**src/rtl/pkt_sche_drain.sv**
```systemverilog
// ----------------------------------------------------------------------------
// pkt_sche_drain
//
// Purpose:
//   Drains packet addresses from a show-ahead scheduler into a small local
//   output buffer and presents them on a valid/ready stream. The dequeue rate
//   is limited by a token bucket that is refilled every cfg_tick_period
//   cycles. A flush request stops dequeuing and lets the local buffer empty.
//   flush_done pulses on the cycle the block leaves the flush state.
//
// Ports:
//   clk, rst            - clock and synchronous active-high reset
//   sch_ready           - scheduler initialised (leaves INIT)
//   sch_out_valid/data  - scheduler head word (show-ahead)
//   sch_out_deque_en    - pop strobe to the scheduler; the head word is
//                         written into the buffer on the same edge
//   tx_valid/ready/data - downstream valid/ready stream (buffer head)
//   cfg_tick_period     - refill interval in cycles, 0 = unlimited rate
//   cfg_tokens          - credits added per refill
//   cfg_bucket_max      - credit ceiling
//   flush_req           - stop dequeuing and drain the buffer
//   flush_done          - one-cycle pulse when the flush completes
//   drain_cnt           - tx handshake count (only with the option below)
//
// Build option:
//   PKT_SCHE_DRAIN_STATS_EN - adds the 32-bit drain_cnt output counting tx
//                             handshakes (wraps at 2^32).
// ----------------------------------------------------------------------------
module pkt_sche_drain #(
  parameter int DWIDTH     = 32,
  parameter int BUF_DEPTH  = 4,
  parameter int CRED_WIDTH = 8
) (
  input  logic                  clk,
  input  logic                  rst,
  input  logic                  sch_ready,
  input  logic                  sch_out_valid,
  input  logic [DWIDTH-1:0]     sch_out_data,
  output logic                  sch_out_deque_en,
  output logic                  tx_valid,
  input  logic                  tx_ready,
  output logic [DWIDTH-1:0]     tx_data,
  input  logic [15:0]           cfg_tick_period,
  input  logic [CRED_WIDTH-1:0] cfg_tokens,
  input  logic [CRED_WIDTH-1:0] cfg_bucket_max,
  input  logic                  flush_req,
  output logic                  flush_done
`ifdef PKT_SCHE_DRAIN_STATS_EN
  ,
  output logic [31:0]           drain_cnt
`endif
);

  localparam int AW = (BUF_DEPTH > 1) ? $clog2(BUF_DEPTH) : 1;
  localparam int FW = AW + 1;

  localparam logic [AW-1:0]         PTR_ONE  = 1;
  localparam logic [FW-1:0]         FILL_ONE = 1;
  localparam logic [FW-1:0]         DEPTH_F  = FW'(BUF_DEPTH);
  localparam logic [CRED_WIDTH-1:0] CRED_ONE = 1;

  typedef enum logic [1:0] {
    ST_INIT  = 2'd0,
    ST_RUN   = 2'd1,
    ST_FLUSH = 2'd2
  } state_t;

  // --------------------------------------------------------------------------
  // State
  // --------------------------------------------------------------------------
  state_t                r_state;
  state_t                w_state_next;
  logic                  w_done;

  // Buffer is tiny and must be read combinationally at the head so the
  // first word reaches tx_data one cycle after the dequeue; keep it in flops.
  logic [DWIDTH-1:0]     r_buf [BUF_DEPTH];
  logic [AW-1:0]         r_wr_ptr;
  logic [AW-1:0]         r_rd_ptr;
  logic [FW-1:0]         r_fill;

  logic [15:0]           r_tick;
  logic [CRED_WIDTH-1:0] r_credit;

  logic                  w_push;
  logic                  w_pop;
  logic                  w_not_full;
  logic                  w_not_empty;
  logic                  w_period_zero;
  logic                  w_credit_ok;
  logic [16:0]           w_tick_inc;
  logic                  w_tick_wrap;
  logic [CRED_WIDTH:0]   w_refill;
  logic [CRED_WIDTH-1:0] w_refill_capped;

  // --------------------------------------------------------------------------
  // Handshake decode
  // --------------------------------------------------------------------------
  // Full test looks at the current fill only: a pop in the same cycle does
  // not open a slot for a push when the buffer is full.
  assign w_not_full    = (r_fill < DEPTH_F);
  assign w_not_empty   = (r_fill != '0);
  assign w_period_zero = (cfg_tick_period == 16'd0);
  assign w_credit_ok   = (r_credit != '0) | w_period_zero;

  // Outputs are forced low while rst is high so nothing is popped or
  // transferred in the reset cycle itself.
  assign w_push = ~rst & (r_state == ST_RUN) & sch_out_valid & w_not_full & w_credit_ok;
  assign w_pop  = ~rst & w_not_empty & tx_ready;

  assign sch_out_deque_en = w_push;
  assign tx_valid         = ~rst & w_not_empty;
  assign tx_data          = tx_valid ? r_buf[r_rd_ptr] : '0;
  assign flush_done       = ~rst & w_done;

  // --------------------------------------------------------------------------
  // FSM
  // --------------------------------------------------------------------------
  always_ff @(posedge clk) begin
    if (rst) begin
      r_state <= ST_INIT;
    end else begin
      r_state <= w_state_next;
    end
  end

  always_comb begin
    w_state_next = r_state;
    w_done       = 1'b0;
    case (r_state)
      ST_INIT: begin
        if (sch_ready) begin
          w_state_next = ST_RUN;
        end
      end
      ST_RUN: begin
        if (flush_req) begin
          w_state_next = ST_FLUSH;
        end
      end
      ST_FLUSH: begin
        // Leave only once the buffer is empty and the request has dropped;
        // the pulse marks exactly this transition cycle.
        if (!w_not_empty && !flush_req) begin
          w_state_next = ST_RUN;
          w_done       = 1'b1;
        end
      end
      default: begin
        w_state_next = ST_INIT;
      end
    endcase
  end

  // --------------------------------------------------------------------------
  // Output buffer
  // --------------------------------------------------------------------------
  always_ff @(posedge clk) begin
    if (w_push) begin
      r_buf[r_wr_ptr] <= sch_out_data;
    end
  end

  // Pointers are AW bits wide, so the increment wraps modulo BUF_DEPTH.
  always_ff @(posedge clk) begin
    if (rst) begin
      r_wr_ptr <= '0;
      r_rd_ptr <= '0;
      r_fill   <= '0;
    end else begin
      if (w_push) begin
        r_wr_ptr <= r_wr_ptr + PTR_ONE;
      end
      if (w_pop) begin
        r_rd_ptr <= r_rd_ptr + PTR_ONE;
      end
      case ({w_push, w_pop})
        2'b10:   r_fill <= r_fill + FILL_ONE;
        2'b01:   r_fill <= r_fill - FILL_ONE;
        default: r_fill <= r_fill;
      endcase
    end
  end

  // --------------------------------------------------------------------------
  // Token bucket
  // --------------------------------------------------------------------------
  // Wrap when the incremented count reaches the period; using >= also
  // recovers cleanly if the period is shortened below the current count.
  assign w_tick_inc  = {1'b0, r_tick} + 17'd1;
  assign w_tick_wrap = (w_tick_inc >= {1'b0, cfg_tick_period});

  // One extra bit so credit + tokens cannot overflow before the cap.
  // A push always has credit behind it here, so the subtraction never
  // goes negative.
  assign w_refill = {1'b0, r_credit} + {1'b0, cfg_tokens}
                  - {{CRED_WIDTH{1'b0}}, w_push};
  assign w_refill_capped = (w_refill > {1'b0, cfg_bucket_max}) ?
                           cfg_bucket_max : w_refill[CRED_WIDTH-1:0];

  always_ff @(posedge clk) begin
    if (rst) begin
      r_tick   <= 16'd0;
      r_credit <= '0;
    end else if (w_period_zero) begin
      // Unlimited rate: bucket sits at the ceiling and is never consumed.
      r_tick   <= 16'd0;
      r_credit <= cfg_bucket_max;
    end else if (w_tick_wrap) begin
      r_tick   <= 16'd0;
      r_credit <= w_refill_capped;
    end else begin
      r_tick   <= w_tick_inc[15:0];
      if (w_push) begin
        r_credit <= r_credit - CRED_ONE;
      end
    end
  end

  // --------------------------------------------------------------------------
  // Optional statistics
  // --------------------------------------------------------------------------
`ifdef PKT_SCHE_DRAIN_STATS_EN
  logic [31:0] r_drain_cnt;

  always_ff @(posedge clk) begin
    if (rst) begin
      r_drain_cnt <= 32'd0;
    end else if (w_pop) begin
      r_drain_cnt <= r_drain_cnt + 32'd1;
    end
  end

  assign drain_cnt = r_drain_cnt;
`endif

endmodule

```
**config.mk**
```make
export PLATFORM = sky130hd
export DESIGN_NAME = pkt_sche_drain
export DESIGN_NICKNAME = d
export VERILOG_FILES = /design/src/rtl/pkt_sche_drain.sv
export SDC_FILE = /design/constraint.sdc
export NUM_CORES = 1
export LEC_CHECK = 0
export CAP_MARGIN = 20
export CELL_PAD_IN_SITES_DETAIL_PLACEMENT = 0
export CELL_PAD_IN_SITES_GLOBAL_PLACEMENT = 1
export CORE_MARGIN = 2
export CORE_UTILIZATION = 58
export CTS_BUF_LIST = sky130_fd_sc_hd__clkbuf_8
export CTS_CLUSTER_DIAMETER = 100
export DETAILED_ROUTE_END_ITERATION = 16
export DONT_BUFFER_PORTS = 1
export PLACE_DENSITY_LB_ADDON = 0.15
export SKIP_LAST_GASP = 1
export SYNTH_ARGS = -nofsm -noshare
export SYNTH_HDL_FRONTEND = slang
export SYNTH_SLANG_ARGS = --single-unit
```
**constraint.sdc**
```tcl
create_clock -name clk -period 12.9 [get_ports clk]
set_clock_uncertainty 0.05 [all_clocks]
set_input_delay 2.58 -clock clk [delete_from_list [all_inputs] [get_ports clk]]
set_output_delay 2.58 -clock clk [all_outputs]
set_load 0.01 [all_outputs]
```
==> Flow_metrics.wiki <==
{| class="wikitable"
! Metric !! Value
|-
| Sum of routed wire length over all layers || roughly 15000 um
|-
| Hold Path Cell Cnt || 1
|-
| Static leakage || ~3.1 nW
|-
| Crit path largest cell delay || between 0.7 and 0.8 ns
|-
| Master of the slowest instance on the critical path || sky130_fd_sc_hd__a2111oi_0
|-
| Most Frequent Cell on Critical Path || sky130_fd_sc_hd__ha_1
|-
| Chip height || around 120 um
|-
| Arrival time of the worst setup path || ~7.7 ns
|-
| Number of core rows || 42
|-
| Slew at the pin closest to its max-slew limit || ~0.87 ns
|-
| IR drop worst, VDD || between 0.05 and 0.06 mV
|-
| Routed length per instance || 19.1 um
|-
| Max H-tree Level || 4
|-
| Number of global-route vias before repair || 4453
|-
| Category of cells accounting for the largest share of critical-path delay || compound AO/OA/AOI/OAI gates
|-
| Setup repair after global routing missed its margin || no
|-
| Critical Path Start Type || input port
|-
| Count of pins on the block boundary || around 110
|-
| Clock latency on the worst-skew pair || 0.45 ns
|-
| Antenna cell count || 0
|-
| Overall die width || roughly 120 um
|-
| Max-slew violation total from the final report || 0
|-
| Pin count of the biggest net entering global routing || 35
|-
| Critical path required time || 13.19 ns
|-
| Largest fanout on the critical path || 13
|-
| Fin nets || 700
|-
| Type of the tightest min-delay check || reg -> reg
|-
| Cells after Synth || between 500 and 600
|-
| Final setup violation count || 0
|-
| Layout cell share with drive strength beyond 1 || a little over an eighth
|-
| Combined area of all synthesized cells || ~0.0078 mm2
|-
| Commonest cells after routing, fill and taps aside || sky130_fd_sc_hd__edfxtp_1 (128), sky130_fd_sc_hd__inv_1 (67), sky130_fd_sc_hd__ha_1 (47)
|-
| Net Count, Synth || just under 700
|-
| Crit path capture type || register
|-
| Yosys synthesis warning count || 0
|-
| Number of antenna violations at the first check in global routing || 0
|-
| Reg2reg end || r_credit[0]$_SDFFE_PP0P_
|-
| FF+latch count, synth || ~160
|-
| Initial core utilization || between 50% and 60%
|-
| Die footprint || 0.0144 mm2
|-
| Shortest clock period the worst path allows after layout || 7.41 ns
|-
| Worst Hold Launch || r_tick[0]$_SDFF_PP0_
|-
| Avg Inst Size Synth || 13.5 um2
|-
| Detailed Route Iter0 Violations || 340
|-
| Buffer levels on the longest clock path || 2
|-
| Vias after detailed routing || ~4.4k
|-
| Synth cell types || 55
|-
| Inserted Clock Buffers || 17
|-
| Critical path class || in -> reg
|-
| DR vias/cell || approximately 5.7
|-
| Path length in cells of the critical path || 19
|-
| Global-route wire length before repair || 23300 um
|-
| Power density over the cells || 122 mW/mm2
|-
| Post-CTS Hold Buffers || 0
|-
| Sequential share of the synthesized area || 58.2%
|-
| Post-CTS Setup Bufs || 0
|-
| Flop-to-flop setup slack || about 7.7 ns
|-
| Buffer type at the clock tree root || sky130_fd_sc_hd__clkbuf_8
|-
| Synth-to-Final Area Change || 7.90%
|-
| Number of endpoints with negative hold slack in the final report || 0
|-
| Max capacitance violation total || 0
|-
| Part of the cycle the worst path needs || 57.5%
|-
| Gates resized, CTS repair || 0
|-
| TritonCTS clock tree || done
|-
| DRC violation count after routing || 0
|-
| Worst reg2reg path depth || 20
|-
| Clk sinks || ~160
|-
| Worst min-delay path endpoint || r_tick[0]$_SDFF_PP0_
|-
| Total track usage || between 20% and 30%
|-
| CP Buf/Inv Count || 2
|-
| Count of flip-flops with a built-in enable after synthesis || approximately 130
|-
| DP HPWL || approximately 10000 um
|-
| Most frequent standard cell in the layout excluding fill and tap cells || sky130_fd_sc_hd__edfxtp_1
|-
| Primary FF master, synth || sky130_fd_sc_hd__edfxtp_1
|-
| Sum Neg Setup Slack || 0 ns
|-
| TritonRoute pass-1 iters || 5
|-
| GRT overflow || 0
|-
| Clock input transition at the sequential cells of the worst setup and hold paths || about 0.090 ns
|-
| Startpoint of the worst-slack reg-to-reg timing path || r_credit[0]$_SDFFE_PP0P_
|-
| Cells traversed along the worst timing path || nor4_1, and4_1, o21ai_4, inv_1, ha_1, inv_1, ha_1, a21oi_1, nor2_1, a2111oi_0, o21bai_1, a21oi_1, xnor2_1, ha_1, and3_1, a221oi_2, o21ai_2, or3_4, o221a_1
|-
| Highest clock rate || 0.135 GHz
|-
| Max transition margin || about two fifths
|-
| Utilization after layout || between 60% and 70%
|-
| Detail Route Antenna Nets || 0
|-
| Weighted congestion at the end of routability-driven global placement || just under 0.9
|-
| Outcome || finished clean
|-
| Proportion of synthesized flip-flops having asynchronous set or reset || 0%
|-
| Core Area || about 0.013 mm2
|-
| Total of buffers placed on input and output ports || 0
|}
## worst max-delay path by stage
stage                                to           startpoint  slack [ns]
3_3_place_gp   r_credit[7]$_SDFFE_PP0P_   cfg_tick_period[3]        5.24
5_1_grt        r_credit[7]$_SDFFE_PP0P_   cfg_tick_period[3]        4.99
3_5_place_dp   r_credit[0]$_SDFFE_PP0P_   cfg_tick_period[3]        4.98
4_1_cts        r_credit[0]$_SDFFE_PP0P_   cfg_tick_period[3]        5.44
6_report       r_credit[0]$_SDFFE_PP0P_   cfg_tick_period[3]        5.49
2_1_floorplan  r_credit[0]$_SDFFE_PP0P_  cfg_tick_period[11]        6.14
## metal layers
metal  part of all wire, %  global-route usage (%)  vias to the layer above
met1                    40                    26.3                     2162
met3                   6.5                    7.13                       10
met5                     0                       0                        -
met2                    53                    37.9                      130
met4                  0.84                    5.66                        0
li1                      -                       -                     2116
## power by group
group | switching (mW) | internal, mW | total, mW
logic | 0.0279 | 0.0240 | 0.0520
clock network | 0.180 | 0.229 | 0.409
registers | 0.00133 | 0.566 | 0.567
total | 0.210 | 0.819 | 1.03
## state kept, by name (all words and copies together), names as in the netlist, named ones only
name and cells:
r_buf 128, r_tick 16, r_credit 8, r_fill 3, r_rd_ptr 2, r_state 2
r_wr_ptr 2
## synthesized netlist by cell type, types with 2 or more instances
cell	count	share of area, %
sky130_fd_sc_hd__buf_2	4	0.26
sky130_fd_sc_hd__edfxtp_1	128	49
sky130_fd_sc_hd__inv_1	66	3.2
sky130_fd_sc_hd__o21ai_0	6	0.38
sky130_fd_sc_hd__a31oi_1	7	0.56
sky130_fd_sc_hd__nand2b_1	5	0.40
sky130_fd_sc_hd__buf_1	2	0.096
sky130_fd_sc_hd__xnor2_1	24	2.7
sky130_fd_sc_hd__mux4_2	32	9.2
sky130_fd_sc_hd__nand3_1	9	0.58
sky130_fd_sc_hd__fa_1	2	0.51
sky130_fd_sc_hd__nand2_1	20	0.96
sky130_fd_sc_hd__and2_1	37	3.0
sky130_fd_sc_hd__nor2_1	34	1.6
sky130_fd_sc_hd__or3_1	3	0.24
sky130_fd_sc_hd__o21bai_1	2	0.19
sky130_fd_sc_hd__nor2b_1	4	0.32
sky130_fd_sc_hd__ha_1	47	7.5
sky130_fd_sc_hd__nor3_1	4	0.26
sky130_fd_sc_hd__xor2_1	9	1.0
sky130_fd_sc_hd__a21o_1	5	0.48
sky130_fd_sc_hd__nand4_1	7	0.56
sky130_fd_sc_hd__o22ai_1	3	0.24
sky130_fd_sc_hd__dfxtp_1	35	9.0
sky130_fd_sc_hd__o221a_1	3	0.43
sky130_fd_sc_hd__nor4_1	7	0.56
sky130_fd_sc_hd__nor3b_1	2	0.19
sky130_fd_sc_hd__mux2_2	3	0.43
sky130_fd_sc_hd__clkbuf_1	10	0.48
sky130_fd_sc_hd__a21oi_1	13	0.83
sky130_fd_sc_hd__and3_1	20	1.6
## logic make-up (layout without fill, tap and decap cells)
family          after synthesis  count (layout)  synth area share, %
compound gates               54              54                 5.00
mux                          36              36                 9.79
simple gates                158             158                 11.0
xor+xnor                     33              33                 3.70
fa+ha+maj                    49              49                 8.05
flops                       163             163                 58.2
buf+inv                      84             101                 4.25
## area by class of cell
class / instances / area, um2
Sequential cell: 163 / 4550
Tap cell: 176 / 220
Fill cell: 988 / 4770
Multi-Input combinational cell: 330 / 2940
Inverter: 66 / 248
Timing Repair Buffer: 3 / 22.5
Clock buffer: 17 / 234
Clock inverter: 15 / 215
## stage by stage
stage          cell area [um2]  hold WS, ns  setup WS (ns)  std cells  total power, mW
4_1_cts                   8420        0.440           5.44        770             1.04
6_report                  8420        0.435           5.49        770             1.03
5_1_grt                   8420        0.459           4.99        770             1.06
2_1_floorplan             7800        0.391           6.14        577            0.622
3_5_place_dp              7970        0.420           4.98        738            0.631
3_3_place_gp              7970        0.427           5.24        738            0.630
## worst reg2reg max path, delay by kind of cell (launching register included)
| family | cells | cell delay, ns |
|---|---|---|
| flops | 1 | 0.35 |
| buf+inv | 3 | 0.42 |
| xor+xnor | 1 | 0.17 |
| compound gates | 8 | 2.18 |
| simple gates | 4 | 0.85 |
| fa+ha+maj | 4 | 1.12 |
No activity file was read; power rests on OpenSTA's default activity.
